--- src/rtl/uart_frame_ctrl.sv ---
// Host command frame controller behind uart_rx: parses SYNC/ADDR/LEN/payload/CSUM
// frames, then drains the verified payload as register-bus writes.
module uart_frame_ctrl #(
    parameter int         MAX_LEN      = 16,
    parameter int         TIMEOUT_CLKS = 26040,
    parameter logic [7:0] SYNC_BYTE    = 8'hA5
) (
    input  logic       i_Clock,
    input  logic       i_Rst,
    input  logic       i_Rx_DV,
    input  logic [7:0] i_Rx_Byte,
    output logic       o_Wr_En,
    output logic [7:0] o_Wr_Addr,
    output logic [7:0] o_Wr_Data,
    input  logic       i_Wr_Ready,
    output logic       o_Frame_Done,
    output logic       o_Err_Csum,
    output logic       o_Err_Len,
    output logic       o_Err_Timeout,
    output logic       o_Overrun,
    output logic       o_Busy
);

    localparam int LW = $clog2(MAX_LEN + 1);
    localparam int IW = (MAX_LEN > 1) ? $clog2(MAX_LEN) : 1;
    localparam int TW = $clog2(TIMEOUT_CLKS);

    typedef enum logic [2:0] {
        IDLE,
        ADDR,
        LEN,
        PAYLOAD,
        CSUM,
        DRAIN
    } state_t;

    state_t        state;
    logic [7:0]    base_addr;
    logic [7:0]    csum;
    logic [LW-1:0] len;
    logic [LW-1:0] idx;
    logic [LW-1:0] idx_next;
    logic [TW-1:0] timer;
    logic          active;
    logic          timer_expired;
    logic [7:0]    payload_buf [0:(1<<IW)-1];

    assign idx_next      = idx + LW'(1);
    assign active        = (state == ADDR) || (state == LEN) || (state == PAYLOAD) || (state == CSUM);
    // A byte arriving on the expiry cycle wins over the timeout.
    assign timer_expired = active && !i_Rx_DV && (timer == TW'(TIMEOUT_CLKS - 1));

    always_ff @(posedge i_Clock) begin
        if (state == PAYLOAD && i_Rx_DV) begin
            payload_buf[idx[IW-1:0]] <= i_Rx_Byte;
        end
    end

    always_ff @(posedge i_Clock) begin
        if (i_Rst) begin
            state         <= IDLE;
            base_addr     <= '0;
            csum          <= '0;
            len           <= '0;
            idx           <= '0;
            timer         <= '0;
            o_Wr_En       <= 1'b0;
            o_Wr_Addr     <= '0;
            o_Wr_Data     <= '0;
            o_Frame_Done  <= 1'b0;
            o_Err_Csum    <= 1'b0;
            o_Err_Len     <= 1'b0;
            o_Err_Timeout <= 1'b0;
            o_Overrun     <= 1'b0;
            o_Busy        <= 1'b0;
        end else begin
            o_Frame_Done  <= 1'b0;
            o_Err_Csum    <= 1'b0;
            o_Err_Len     <= 1'b0;
            o_Err_Timeout <= 1'b0;
            o_Overrun     <= 1'b0;

            if (timer_expired) begin
                o_Err_Timeout <= 1'b1;
                state         <= IDLE;
                o_Busy        <= 1'b0;
                timer         <= '0;
            end else begin
                if (active) begin
                    timer <= i_Rx_DV ? '0 : timer + TW'(1);
                end

                case (state)
                    IDLE: begin
                        if (i_Rx_DV && i_Rx_Byte == SYNC_BYTE) begin
                            state  <= ADDR;
                            csum   <= '0;
                            idx    <= '0;
                            timer  <= '0;
                            o_Busy <= 1'b1;
                        end
                    end

                    ADDR: begin
                        if (i_Rx_DV) begin
                            base_addr <= i_Rx_Byte;
                            csum      <= csum ^ i_Rx_Byte;
                            state     <= LEN;
                        end
                    end

                    LEN: begin
                        if (i_Rx_DV) begin
                            if (i_Rx_Byte == 8'd0 || i_Rx_Byte > 8'(MAX_LEN)) begin
                                o_Err_Len <= 1'b1;
                                state     <= IDLE;
                                o_Busy    <= 1'b0;
                            end else begin
                                len   <= i_Rx_Byte[LW-1:0];
                                csum  <= csum ^ i_Rx_Byte;
                                idx   <= '0;
                                state <= PAYLOAD;
                            end
                        end
                    end

                    PAYLOAD: begin
                        if (i_Rx_DV) begin
                            csum <= csum ^ i_Rx_Byte;
                            idx  <= idx_next;
                            if (idx_next == len) begin
                                state <= CSUM;
                            end
                        end
                    end

                    CSUM: begin
                        if (i_Rx_DV) begin
                            if (i_Rx_Byte == csum) begin
                                state     <= DRAIN;
                                idx       <= '0;
                                o_Wr_En   <= 1'b1;
                                o_Wr_Addr <= base_addr;
                                o_Wr_Data <= payload_buf[0];
                            end else begin
                                o_Err_Csum <= 1'b1;
                                state      <= IDLE;
                                o_Busy     <= 1'b0;
                            end
                        end
                    end

                    // Incoming bytes cannot be buffered while draining, so they are dropped.
                    DRAIN: begin
                        o_Overrun <= i_Rx_DV;
                        if (o_Wr_En && i_Wr_Ready) begin
                            if (idx_next == len) begin
                                o_Wr_En      <= 1'b0;
                                o_Frame_Done <= 1'b1;
                                state        <= IDLE;
                                o_Busy       <= 1'b0;
                            end else begin
                                idx       <= idx_next;
                                o_Wr_Addr <= base_addr + 8'(idx_next);
                                o_Wr_Data <= payload_buf[idx_next[IW-1:0]];
                            end
                        end
                    end

                    default: begin
                        state   <= IDLE;
                        o_Wr_En <= 1'b0;
                        o_Busy  <= 1'b0;
                    end
                endcase
            end
        end
    end

endmodule

--- config.mk ---
export PLATFORM = sky130hd
export DESIGN_NAME = uart_frame_ctrl
export DESIGN_NICKNAME = d
export VERILOG_FILES = /design/src/rtl/uart_frame_ctrl.sv
export SDC_FILE = /design/constraint.sdc
export NUM_CORES = 1
export LEC_CHECK = 0
export BUFFER_PORTS_ARGS = -buffer_cell sky130_fd_sc_hd__buf_2
export CAP_MARGIN = 20
export CORE_MARGIN = 2
export CORE_UTILIZATION = 41
export CTS_BUF_LIST = sky130_fd_sc_hd__clkbuf_2
export DETAILED_ROUTE_END_ITERATION = 10
export PLACE_DENSITY = 0.63
export SYNTH_ARGS = -nofsm -noshare
export SYNTH_HDL_FRONTEND = slang
export SYNTH_SLANG_ARGS = --single-unit
export TNS_END_PERCENT = 1
--- constraint.sdc ---
create_clock -name i_Clock -period 7.45 [get_ports i_Clock]
set_input_delay 0.745 -clock i_Clock [delete_from_list [all_inputs] [get_ports i_Clock]]
set_output_delay 0.745 -clock i_Clock [all_outputs]
set_load 0.01 [all_outputs]
## Word level (Yosys, flattened, before mapping)

Memories as Yosys holds them, arrays and structs flattened.
Index checks and enable logic that the tools add are counted.
Widths: inputs -> output; s select.

| storage, ports and cells | value |
|---|---|
| bits in registers | 67 |
| output and inout port bits | 23 |
| input bits | 12 |
| word-level logic and storage cells | 139 |
| RAM bits | 128 |
| memories | 1 |

Memory list:

| name | depth | bits a word | rd ports | clocked after memory_dff | wr ports | line | text |
|---|---|---|---|---|---|---|---|
| payload_buf | 16 | 8 | 2 | 0 | 1 | 46 | `logic [7:0] payload_buf [0:(1<<IW)-1];` |

| operators by class | value |
|---|---|
| order comparisons | 1 |
| reductions and logical operators | 30 |
| add/subtract/negate cells | 3 |
| equal/unequal tests | 23 |
| bitwise gates (word level) | 10 |
| multiplexer cells | 56 |

Operators with widths:

| kind | count |
|---|---|
| $mux 8 | 12 |
| $mux 15 | 4 |
| $mux 5 | 8 |
| $pmux 8 s2 | 2 |
| $mux 3 | 9 |
| $pmux 5 s5 | 1 |
| $pmux 8 s3 | 1 |
| $ne 2x2->1 const B | 10 |
| $pmux 3 s6 | 1 |
| $reduce_and 6->1 | 3 |
| $reduce_and 8->1 | 2 |
| $reduce_or 4->1 | 4 |
| $add 15x1->15 const B | 1 |
| $eq 15x15->1 const B | 1 |
| $mux 1 | 15 |
| $reduce_and 10->1 | 1 |
| $not 1->1 | 9 |
| $add 8x5->8 | 1 |
| $eq 8x8->1 | 1 |
| $eq 8x8->1 const B | 1 |
| $gt 8x5->1 const B | 1 |
| $logic_not 8->1 | 1 |
| $ne 2x1->1 const B | 4 |
| $xor 8x8->8 | 1 |
| 19 further kinds | 29 |

## Longest topological paths before layout

Gate-level depths: netlist of the first run.

| logic depth | value |
|---|---|
| depth after elaboration | 8 |
| mapped depth | 12 |
| depth with buffers taken out | 10 |

## Worst setup path after synthesis of the first run

Ideal clock, no wire load.

| timing | value |
|---|---|
| path kind | flip-flop to flip-flop |
| start | register idx[0] |
| end | register idx[3] |
| path slack | 4117 ps |
| clock period less this slack | 3333 ps |
| data required time | 7380 ps |
| stages on the path, launching flop included | 13 |
| library setup time | 70 ps |
| arrival | 3263 ps |
| path buffers | 4 |
| path through | dfxtp_1 buf_4 buf_1 inv_1 ha_1 clkbuf_1 xnor2_1 nand3_1 nor4_2 or4_1 buf_2 or4_1 a21oi_1 |

| between the ends | value |
|---|---|
| cells in the longest elaborated chain, start to end | 4 |
| elaborated cells between the ends (all ways) | 8 |
| classes of those cells | 1 x add/sub; 2 x eq/ne; 4 x mux; 1 x reduce/logical |

Ends and longest elaborated chain:

| item | line | text |
|---|---|---|
| start, declared | 41 | `logic [LW-1:0] idx;` |
| start signal, assigned | 130 | `idx <= idx_next;` |
| start signal, assigned | 163 | `idx <= idx_next;` |
| $add 5x1->5 (*) | 48 | `assign idx_next = idx + LW'(1);` |
| $eq 5x5->1 or $mux 5 (tied branches) | 157 | `if (idx_next == len) begin` |
| $ne 2x2->1 (no line) or $mux 5 (tied branches) | n/a |  |
| $reduce_and 10->1 (no line) or $pmux 5 s5 (tied branches) | n/a |  |

Every way passes the cells marked *; elsewhere a longest branch is shown, timed or not. The select of a mux whose other input is x is not followed.
A chain may end at the register's enable or synchronous reset.

## Final worst setup path of the first run

| timing | value |
|---|---|
| start | register idx[0] |
| end | register o_Wr_Addr[7] |

| between the ends | value |
|---|---|
| cells in the longest elaborated chain, start to end | 5 |
| elaborated cells between the ends (all ways) | 8 |
| classes of those cells | 2 x add/sub; 2 x eq/ne; 3 x mux; 1 x reduce/logical |

Ends and longest elaborated chain:

| item | line | text |
|---|---|---|
| $add 5x1->5 (*) | 48 |  |
| $add 8x5->8 | 164 | `o_Wr_Addr <= base_addr + 8'(idx_next);` |
| $mux 8 | 157 |  |
| $mux 8 | 156 | `if (o_Wr_En && i_Wr_Ready) begin` |
| $pmux 8 s2 | 93 | `case (state)` |
| end signal, assigned | 143 | `o_Wr_Addr <= base_addr;` |
| end signal, assigned | 164 |  |
| end, declared | 13 | `output logic [7:0] o_Wr_Addr,` |

Marked as above.

==> out/results.txt, run 1 <==
Status: finished clean
Clk buf depth: 2
Via count: 5506
Final TNS setup: 0 ps
Register area share after synthesis: 59.90%
Routed len/inst: 19.28 µm
Die area: 22290 µm²
Cell count of the worst hold path: 2
Vias/cell: 5.550
Post-Syn Area: 8656 µm²
Die width: 149.3 µm
CTS Sinks: 195
Core area: 20890 µm²
Synth Flop Type: edfxtp_1
CTS tree: yes
Worst Path Required: 8180 ps
Clock Latency Late Sink: 790 ps
Arrival @ worst endpoint: 4750 ps
Placed cell areas: 9047 µm²
Number of fill cells in the layout: 1912
Share of cells above drive strength 1: 17.32%
Initial cell density of the core: 41.44%
Number of antenna violations at the first check in global routing: 1
Cells after synthesis: 676
Slew at the pin closest to its max-slew limit: 911.3 ps
First-pass GRT wire length: 30040 µm
Reg clk slew, reported paths: 280 ps
RSZ-0062 raised after global routing: no
Vias in the first global route: 5465
PortBufs: 34
Post-cts sizing count: 0
Worst Clk Skew: 38.69 ps
Worst R2R Start: idx[0]
P&R area growth vs syn: 7.184%
Syn Area/Cell: 12.80 µm²
DRC errors left: 0
Hold EP: o_Frame_Done
Post-CTS Hold Buffers: 0
Post CTS Setup Buffer Count: 0
Final period util: 53.93%
Critical hold path startpoint: i_Wr_Ready
R2R Setup Slk: 3430 ps
WHS: 228.4 ps
Detailed placement HPWL: 12820 µm
Hold Violations, Final: 0
Core Rows: 53
Max-slew violations: 0
Post-route ant nets: 0
Maxcap violations: 0
Hold Crit Class: input port to flip-flop
Leakage Power: 3.111 nW
Seq cells post-synth: 195
Ys async rst share: 0%
CP endpoint kind: flip-flop
TritonCTS Buffers: 17
Final Setup Violations: 0
RR Endpoint: o_Wr_Addr[7]
GRT overflow: 0
PwrDens: 199.2 nW/µm²
Nets@finish: 726
Die Span Y: 149.3 µm
Routed WL: 19130 µm
Starting DRC count in detailed routing: 454
Max Freq: 0.2489 GHz
VDD IR-drop max: 0.07732 mV
CP startpoint kind: flip-flop
Largest net degree at the start of global routing: 46
Max_slew headroom: 38.91%
Post-route cell area: 9278 µm²
H-tree levels: 4
YS warnings: 0
Synth cell types: 67
Crit path kind: flip-flop to flip-flop
Boundary Pins: 35
Net Count, Synth: 699
All-Layer GR Usage: 17.73%
RD Place Congestion: 0.9175
EDFF count, synth: 128
Peak fanout along the critical path: 20
Worst r2r path cells: 12
DR pass1 iterations: 4
Tmin final: 4018 ps
CTS root buf: clkbuf_2
==> synth_stat cells, drive strengths merged (4+ instances only) <==
| cell type | n | share of area, % |
|---|---|---|
| dfxtp | 67 | 15 |
| nand2 | 69 | 3.0 |
| o21ai | 16 | 0.93 |
| nor4 | 9 | 1.1 |
| o32ai | 8 | 0.81 |
| a211oi | 23 | 2.0 |
| and3 | 6 | 0.46 |
| inv | 16 | 0.69 |
| nor2 | 76 | 3.4 |
| edfxtp | 128 | 44 |
| nor3 | 10 | 0.64 |
| buf | 11 | 1.0 |
| a21o | 4 | 0.35 |
| and4 | 8 | 0.84 |
| clkbuf | 22 | 1.1 |
| nand4 | 6 | 0.43 |
| a21oi | 32 | 1.9 |
| nand3 | 22 | 1.3 |
| xor2 | 20 | 2.1 |
| o21a | 9 | 0.78 |
| xnor2 | 11 | 1.1 |
| ha | 10 | 1.4 |
| mux4 | 32 | 8.3 |
| mux2i | 18 | 2.1 |
==> report_power, final <==
group / total [W] / internal [W] / switching, W
combinational: 0.000166 / 0.0000545 / 0.000112
sequential: 0.00118 / 0.00116 / 0.0000202
clock: 0.000497 / 0.000104 / 0.000393
==> worst max-delay path by stage <==
| stage | startpoint | endpoint | slack, ps | cells after the start |
|---|---|---|---|---|
| floorplan | idx[0] | idx[3] | 4120 | 12 |
| global placement | idx[0] | o_Wr_Addr[7] | 3550 | 12 |
| detailed placement | idx[0] | o_Wr_Addr[7] | 3430 | 12 |
| CTS | idx[0] | idx[3] | 3380 | 9 |
| global route | idx[0] | o_Wr_Addr[5] | 2880 | 12 |
| finish | idx[0] | o_Wr_Addr[7] | 3430 | 12 |
==> cell type report <==
type	instances	area (µm²)	share of cell area (%)
well taps	275	344.1	3.709
clock buffers	17	85.08	0.9171
repair buffers	42	227.7	2.454
inverters	18	67.56	0.7283
clock inverters	15	142.6	1.537
multi-input cells	429	3222	34.73
diodes	1	2.502	0.02697
flip-flops and latches	195	5186	55.90
==> worst max-delay path, stage by stage (launching register included) <==
cell	delay [ps]
dfxtp_2	820
buf_4	470
ha_1	350
xnor2_1	150
buf_4	240
clkinv_1	430
ha_1	510
o21ai_0	180
nor2_1	80
o21a_1	190
o2111ai_1	210
xor2_1	100
a211oi_1	220
==> flip-flops by register name, summed over array words and instances, names as in the netlist, 5 cells and up <==
| register | count |
|---|---|
| len | 5 |
| timer | 15 |
| csum | 8 |
| idx | 5 |
| base_addr | 8 |
| payload_buf | 128 |
| o_Wr_Data | 8 |
| o_Wr_Addr | 8 |
==> cells in the final DEF, fill, tap and decap left out, drive strengths merged, types with 3 or more instances in the layout <==
cell	n
nand3	22
nand4	6
nor2b	3
o21a	9
ha	10
a21o	4
nor4	9
mux2i	18
o32ai	8
inv	24
buf	42
nor2	76
o21ai	16
a211oi	23
nand2	69
a21oi	32
edfxtp	128
dfxtp	67
nor3	10
mux4	32
clkinvlp	4
clkbuf	17
clkinv	5
xnor2	11
or4	3
nand2b	3
and4	8
and3	6
xor2	20
==> logic make-up after synthesis <==
| kind of cell | after synthesis | share of synthesized area [%] |
|---|---|---|
| AOI/OAI and AO/OA | 110 | 8.572 |
| DFF | 195 | 59.90 |
| buffers and inverters | 52 | 2.949 |
| xor gates and xnor gates | 33 | 3.744 |
| adders and majority gates | 11 | 1.677 |
| muxes | 50 | 10.41 |
| and+or+nand+nor | 225 | 12.75 |
==> layer usage <==
layer,vias up,share of wire [%],GRT usage (%)
met5,-,0,0
met4,0,1.8,6.048
met3,20,4.4,3.028
met2,144,48,28.71
met1,2748,46,24.34
li1,2594,-,-
==> stage by stage <==
step           util, %  total power (W)  cells  setup slack (ps)
2_1_floorplan        -         0.001326    676              4117
3_3_place_gp     43.29         0.001365    958              3546
3_5_place_dp     43.31         0.001371    959              3430
4_1_cts          44.40         0.001860    991              3384
5_1_grt          44.41         0.001924    992              2885
6_report         44.41         0.001848    992              3432
Power figures use the tool's default switching activity.
==> run 2: changes to the inputs <==
--- a/config.mk
+++ b/config.mk
@@ -5,13 +5,14 @@
 export SDC_FILE = /design/constraint.sdc
 export NUM_CORES = 1
 export LEC_CHECK = 0
+export ABC_AREA = 1
 export BUFFER_PORTS_ARGS = -buffer_cell sky130_fd_sc_hd__buf_2
 export CAP_MARGIN = 20
 export CORE_MARGIN = 2
 export CORE_UTILIZATION = 41
 export CTS_BUF_LIST = sky130_fd_sc_hd__clkbuf_2
 export DETAILED_ROUTE_END_ITERATION = 10
-export PLACE_DENSITY = 0.63
+export PLACE_DENSITY = 0.65
 export SYNTH_ARGS = -nofsm -noshare
 export SYNTH_HDL_FRONTEND = slang
 export SYNTH_SLANG_ARGS = --single-unit
==> constraint.sdc (replaced) <==
create_clock -name i_Clock -period 3.6 [get_ports i_Clock]
set_input_delay 0.36 -clock i_Clock [delete_from_list [all_inputs] [get_ports i_Clock]]
set_output_delay 0.36 -clock i_Clock [all_outputs]
set_load 0.01 [all_outputs]
==> out/results.txt, run 2 <==
Status: finished clean
Final Setup Violations: 0
Vias in the first global route: 6838
YS warnings: 0
Ys async rst share: 0%
Most common cell in the netlist: nand2_1
Routed WL: 22520 µm
Via count: 7113
Cell breakdown of the critical path: buf_4 -> buf_4 -> ha_1 -> nand2_1 -> nor2_1
VDD IR-drop max: 0.4885 mV
Reg area: 5186 µm²
Worst Path Required: 3990 ps
Die area: 23680 µm²
Worst Clk Skew: 42.21 ps
Cells after synthesis: 1057
EDFF count, synth: 128
Boundary Pins: 35
Hold Violations, Final: 0
Number of antenna violations at the first check in global routing: 1
First-pass GRT wire length: 36090 µm
TritonCTS Buffers: 17
H-tree levels: 4
Final period util: 76.74%
GRT overflow: 0
Most common cell after layout, fill and taps aside: nand2_1
DR pass1 iterations: 5
Share of cells above drive strength 1: 11.71%
Fin cells: 1383
Arrival @ worst endpoint: 3150 ps
Top routing layer in use: met4
CP max-delay cell: nor2_1
Seq cells post-synth: 195
P&R area growth vs syn: 7.988%
Slew at the pin closest to its max-slew limit: 909.1 ps
All-Layer GR Usage: 19.60%
Initial cell density of the core: 41.94%
Placed cells: 1343
Synth top area share: 41.73%
Die Span Y: 153.9 µm
CTS Sinks: 195
Clk buf depth: 2
PwrDens: 704.0 nW/µm²
Metal3 WL: 1226 µm
Met1 Wirelength: 10440 µm
CP startpoint kind: flip-flop
Post-route ant nets: 0
CP endpoint kind: flip-flop
Sequential power share: 38.8%
Post-Syn Area: 9210 µm²
Max FFs per register: 128
Largest net degree at the start of global routing: 66
WHS: 79.29 ps
Leakage Power: 4.061 nW
Detailed placement HPWL: 14950 µm
Max_slew headroom: 39.17%
CP top delay family: simple AND/OR/NAND/NOR gates
Synth cell types: 39
Power Total: 0.007001 W
DRC errors left: 0
Internal cell power: 0.003903 W
Maxcap violations: 0
Synth area leaders: edfxtp_1 (42%), dfxtp_1 (15%), nand2_1 (14%)
Register area share after synthesis: 56.30%
Comb pwr share: 44.4%
Area occupied by multi-input gates: 3558 µm²
Hold Crit Class: input port to flip-flop
Synth Flop Type: edfxtp_1
Most frequent cells in the layout: nand2_1 (336), nor2_1 (141), edfxtp_1 (128)
Critical path's most frequent cell: buf_4
Die width: 153.9 µm
Final worst slack: 837.4 ps
Max stage delay on crit path: 650 ps
RSZ-0062 raised after global routing: no
CTS root buf: clkbuf_2
RD Place Congestion: 0.8893
Max-slew violations: 0
Clock Latency Late Sink: 760 ps
WP buf/inv: 2
Peak fanout along the critical path: 33
Tmin final: 2763 ps
CTS tree: yes
Number of fill cells in the layout: 2139
Nets@finish: 1112
Routed len/inst: 16.28 µm
Core Rows: 54
Net Count, Synth: 1080
Crit path kind: flip-flop to flip-flop
Starting DRC count in detailed routing: 611
Met2 wire length: 10580 µm
Max Freq: 0.3620 GHz
Core area: 21960 µm²
Clk pwr share: 16.8%
Net Sw Frac: 44.26%
Most frequent cells after synthesis: nand2_1 (336), nor2_1 (141), edfxtp_1 (128)
PortBufs: 34
Switching power: 0.003099 W
Syn Area/Cell: 8.713 µm²
Vias/cell: 5.143
Final TNS setup: 0 ps
Synth area leader: edfxtp_1
Setup WS pre-CTS: 819.9 ps
Reg clk slew, reported paths: 280 ps
run 2: cell count changes after synthesis, moves of 25 or more:
cell and delta:
o21ai_0 +25, nand2_1 +268, inv_1 +47, nor2_1 +66, mux4_2 -32, nand3_1 +61
run 2: timing repair:
| item | in CTS | in global routing |
|---|---|---|
| resized for setup | 0 | 0 |
| hold buffers | 5 | 2 |
| buffers inserted | 0 | 0 |
| hold endpoints to repair | 15 | 3 |
run 2: cells by family after synthesis:
kind of cell    synth area share, %
simple gates                  30.01
flops                         56.30
buf+inv                       5.067
compound gates                5.339
xor+xnor                      1.712
fa+ha+maj                     1.576
run 2: metrics by stage:
step                      area, µm²  util, %
after floorplan                9210        -
after global placement         9612    43.77
after detailed placement       9612    43.77
after CTS                      9923    45.19
after global routing           9946    45.29
final                          9946    45.29
run 2: path summary, 6_finish.rpt:
path | depth (start not counted) | startpoint | slack (ps) | endpoint
max | 5 | idx[0] | 840 | payload_buf[9][2]
min | 1 | i_Rx_Byte[1] | 80 | payload_buf[3][1]
max reg2reg | 5 | idx[0] | 840 | payload_buf[9][2]
min reg2reg | 2 | csum[0] | 490 | csum[0]
run 2: area by class of cell:
cell class / count / area share [%]
Multi-Input combinational cell: 750 / 35.78
Sequential cell: 195 / 52.14
Tap cell: 280 / 3.522
Clock buffer: 17 / 0.8555
Antenna cell: 1 / 0.02516
Inverter: 76 / 2.881
Clock inverter: 15 / 1.774
Timing Repair Buffer: 49 / 3.019
run 2: power groups by stage:
stage	logic (W)	registers, W	clock network [W]
after floorplan	0.00232	0.00272	0
after global placement	0.00307	0.00276	0
after detailed placement	0.00308	0.00277	0
after CTS	0.00310	0.00272	0.00120
after global routing	0.00350	0.00275	0.00128
final	0.00311	0.00272	0.00118
run 2: layer usage:
| layer | vias up | global-route usage [%] |
|---|---|---|
| met3 | 18 | 3.157 |
| met4 | 0 | 4.895 |
| met5 | - | 0 |
| li1 | 3520 | - |
| met2 | 223 | 31.90 |
| met1 | 3352 | 27.57 |
==> run 3: changes to the inputs <==
--- a/config.mk
+++ b/config.mk
@@ -5,14 +5,14 @@
 export SDC_FILE = /design/constraint.sdc
 export NUM_CORES = 1
 export LEC_CHECK = 0
-export ABC_AREA = 1
+export ABC_AREA = 0
 export BUFFER_PORTS_ARGS = -buffer_cell sky130_fd_sc_hd__buf_2
 export CAP_MARGIN = 20
 export CORE_MARGIN = 2
 export CORE_UTILIZATION = 41
 export CTS_BUF_LIST = sky130_fd_sc_hd__clkbuf_2
 export DETAILED_ROUTE_END_ITERATION = 10
-export PLACE_DENSITY = 0.65
+export PLACE_DENSITY = 0.63
 export SYNTH_ARGS = -nofsm -noshare
 export SYNTH_HDL_FRONTEND = slang
 export SYNTH_SLANG_ARGS = --single-unit
==> constraint.sdc (replaced) <==
create_clock -name i_Clock -period 2.55 [get_ports i_Clock]
set_input_delay 0.255 -clock i_Clock [delete_from_list [all_inputs] [get_ports i_Clock]]
set_output_delay 0.255 -clock i_Clock [all_outputs]
set_load 0.01 [all_outputs]
==> out/results.txt, run 3 (synthesized netlist as in run 1, its figures left out) <==
Share of cells above drive strength 1: 23.98%
Fin cells: 1060
Arrival @ worst endpoint: 3170 ps
CP top delay family: compound AO/OA/AOI/OAI gates
Worst Clk Skew: 46.28 ps
Die width: 149.3 µm
Placed cells: 1015
Number of fill cells in the layout: 1816
Slew at the pin closest to its max-slew limit: 665.0 ps
CP max-delay cell: dfxtp_2
Final TNS setup: 0 ps
Routed WL: 19760 µm
Leakage Power: 3.501 nW
Critical path's most frequent cell: a211oi_1
Starting DRC count in detailed routing: 487
DRC errors left: 0
Clk buf depth: 2
Core area: 20890 µm²
Detailed placement HPWL: 13970 µm
Peak fanout along the critical path: 35
H-tree levels: 4
Worst Path Required: 3260 ps
CP endpoint kind: flip-flop
Power Total: 0.005626 W
Die area: 22290 µm²
PortBufs: 34
Boundary Pins: 35
Die Span Y: 149.3 µm
Crit path kind: flip-flop to flip-flop
CTS tree: yes
VDD IR-drop max: 0.2585 mV
Vias/cell: 5.480
Most frequent cells in the layout: edfxtp_1 (128), nor2_1 (75), nand2_1 (67)
Clock Latency Late Sink: 780 ps
Post-route ant nets: 0
Max_slew headroom: 55.20%
Most common cell after layout, fill and taps aside: edfxtp_1
Nets@finish: 795
Hold Crit Class: input port to flip-flop
Status: finished clean
CP startpoint kind: flip-flop
Hold Violations, Final: 0
P&R area growth vs syn: 14.89%
Final worst slack: 92.80 ps
RSZ-0062 raised after global routing: yes
Maxcap violations: 0
CTS Sinks: 195
Setup WS pre-CTS: -48.13 ps
TritonCTS Buffers: 17
DR pass1 iterations: 7
Max Freq: 0.4070 GHz
All-Layer GR Usage: 18.30%
Final Setup Violations: 0
Initial cell density of the core: 41.44%
Max-slew violations: 0
RD Place Congestion: 0.9348
Vias in the first global route: 5637
Post CTS Setup Buffer Count: 0
Final period util: 96.36%
Number of antenna violations at the first check in global routing: 1
PwrDens: 565.7 nW/µm²
Via count: 5809
WHS: 340.0 ps
Largest net degree at the start of global routing: 44
Max FFs per register: 128
Cell breakdown of the critical path: buf_4 -> inv_4 -> ha_4 -> buf_16 -> ha_1 -> a211oi_1 -> nor2_1 -> o21a_1 -> o2111ai_1 -> xor2_1 -> a211oi_1
Tmin final: 2457 ps
Routed len/inst: 18.64 µm
First-pass GRT wire length: 30950 µm
WP buf/inv: 3
CTS root buf: clkbuf_2
Core Rows: 53
Max stage delay on crit path: 390 ps
Reg clk slew, reported paths: 270 ps
GRT overflow: 0
[run 3: through the flow]
step | cell area, µm² | util [%]
after floorplan | 8711 | -
after global placement | 9518 | 45.56
after detailed placement | 9518 | 45.56
after CTS | 9912 | 47.45
after global routing | 9945 | 47.61
final | 9945 | 47.61
[run 3: area by class of cell]
cell class	instances	area (µm²)	area share (%)
Antenna cell	1	2.502	0.02516
Clock buffer	18	90.09	0.9059
Clock inverter	13	170.2	1.711
Inverter	18	70.07	0.7046
Multi-Input combinational cell	429	3264	32.83
Sequential cell	195	5190	52.19
Tap cell	275	344.1	3.460
Timing Repair Buffer	111	813.3	8.178
[run 3: layer usage]
metal | routed length (µm) | up-vias | track usage [%]
met2 | 9845 | 152 | 30.37
met5 | 0 | - | 0
met1 | 8661 | 2894 | 24.49
li1 | - | 2736 | -
met4 | 423 | 0 | 5.905
met3 | 833 | 27 | 3.333
[run 3: final timing paths]
check	from	end	slack, ps	depth (start not counted)
worst max-delay path	idx[0]	o_Wr_Addr[7]	90	11
worst min-delay path	i_Rx_Byte[6]	csum[6]	340	4
worst max register to register	idx[0]	o_Wr_Addr[7]	90	11
worst min register to register	timer[9]	timer[9]	500	2
[run 3: where the power goes]
group,switching [W],internal (W)
sequential,0.0000395,0.00340
clock,0.00109,0.000486
combinational,0.000372,0.000236
total,0.00150,0.00412
[run 3: worst reg2reg max path: cells and delay by family (launching register included)]
| kind | cells | cell delay (ps) |
|---|---|---|
| AOI/OAI and AO/OA | 4 | 840 |
| adders and majority gates | 2 | 580 |
| buffers and inverters | 3 | 410 |
| DFF | 1 | 390 |
| xor gates and xnor gates | 1 | 100 |
| and+or+nand+nor | 1 | 90 |
[run 3: repair_timing]
action / 4_1_cts / 5_1_grt
gates cloned: 0 / 0
hold buffers: 13 / 0
endpoints found under the hold margin: 163 / 0
resized for setup: 1 / 8
endpoints found under the setup margin: 3 / 9
pin swaps: 0 / 1
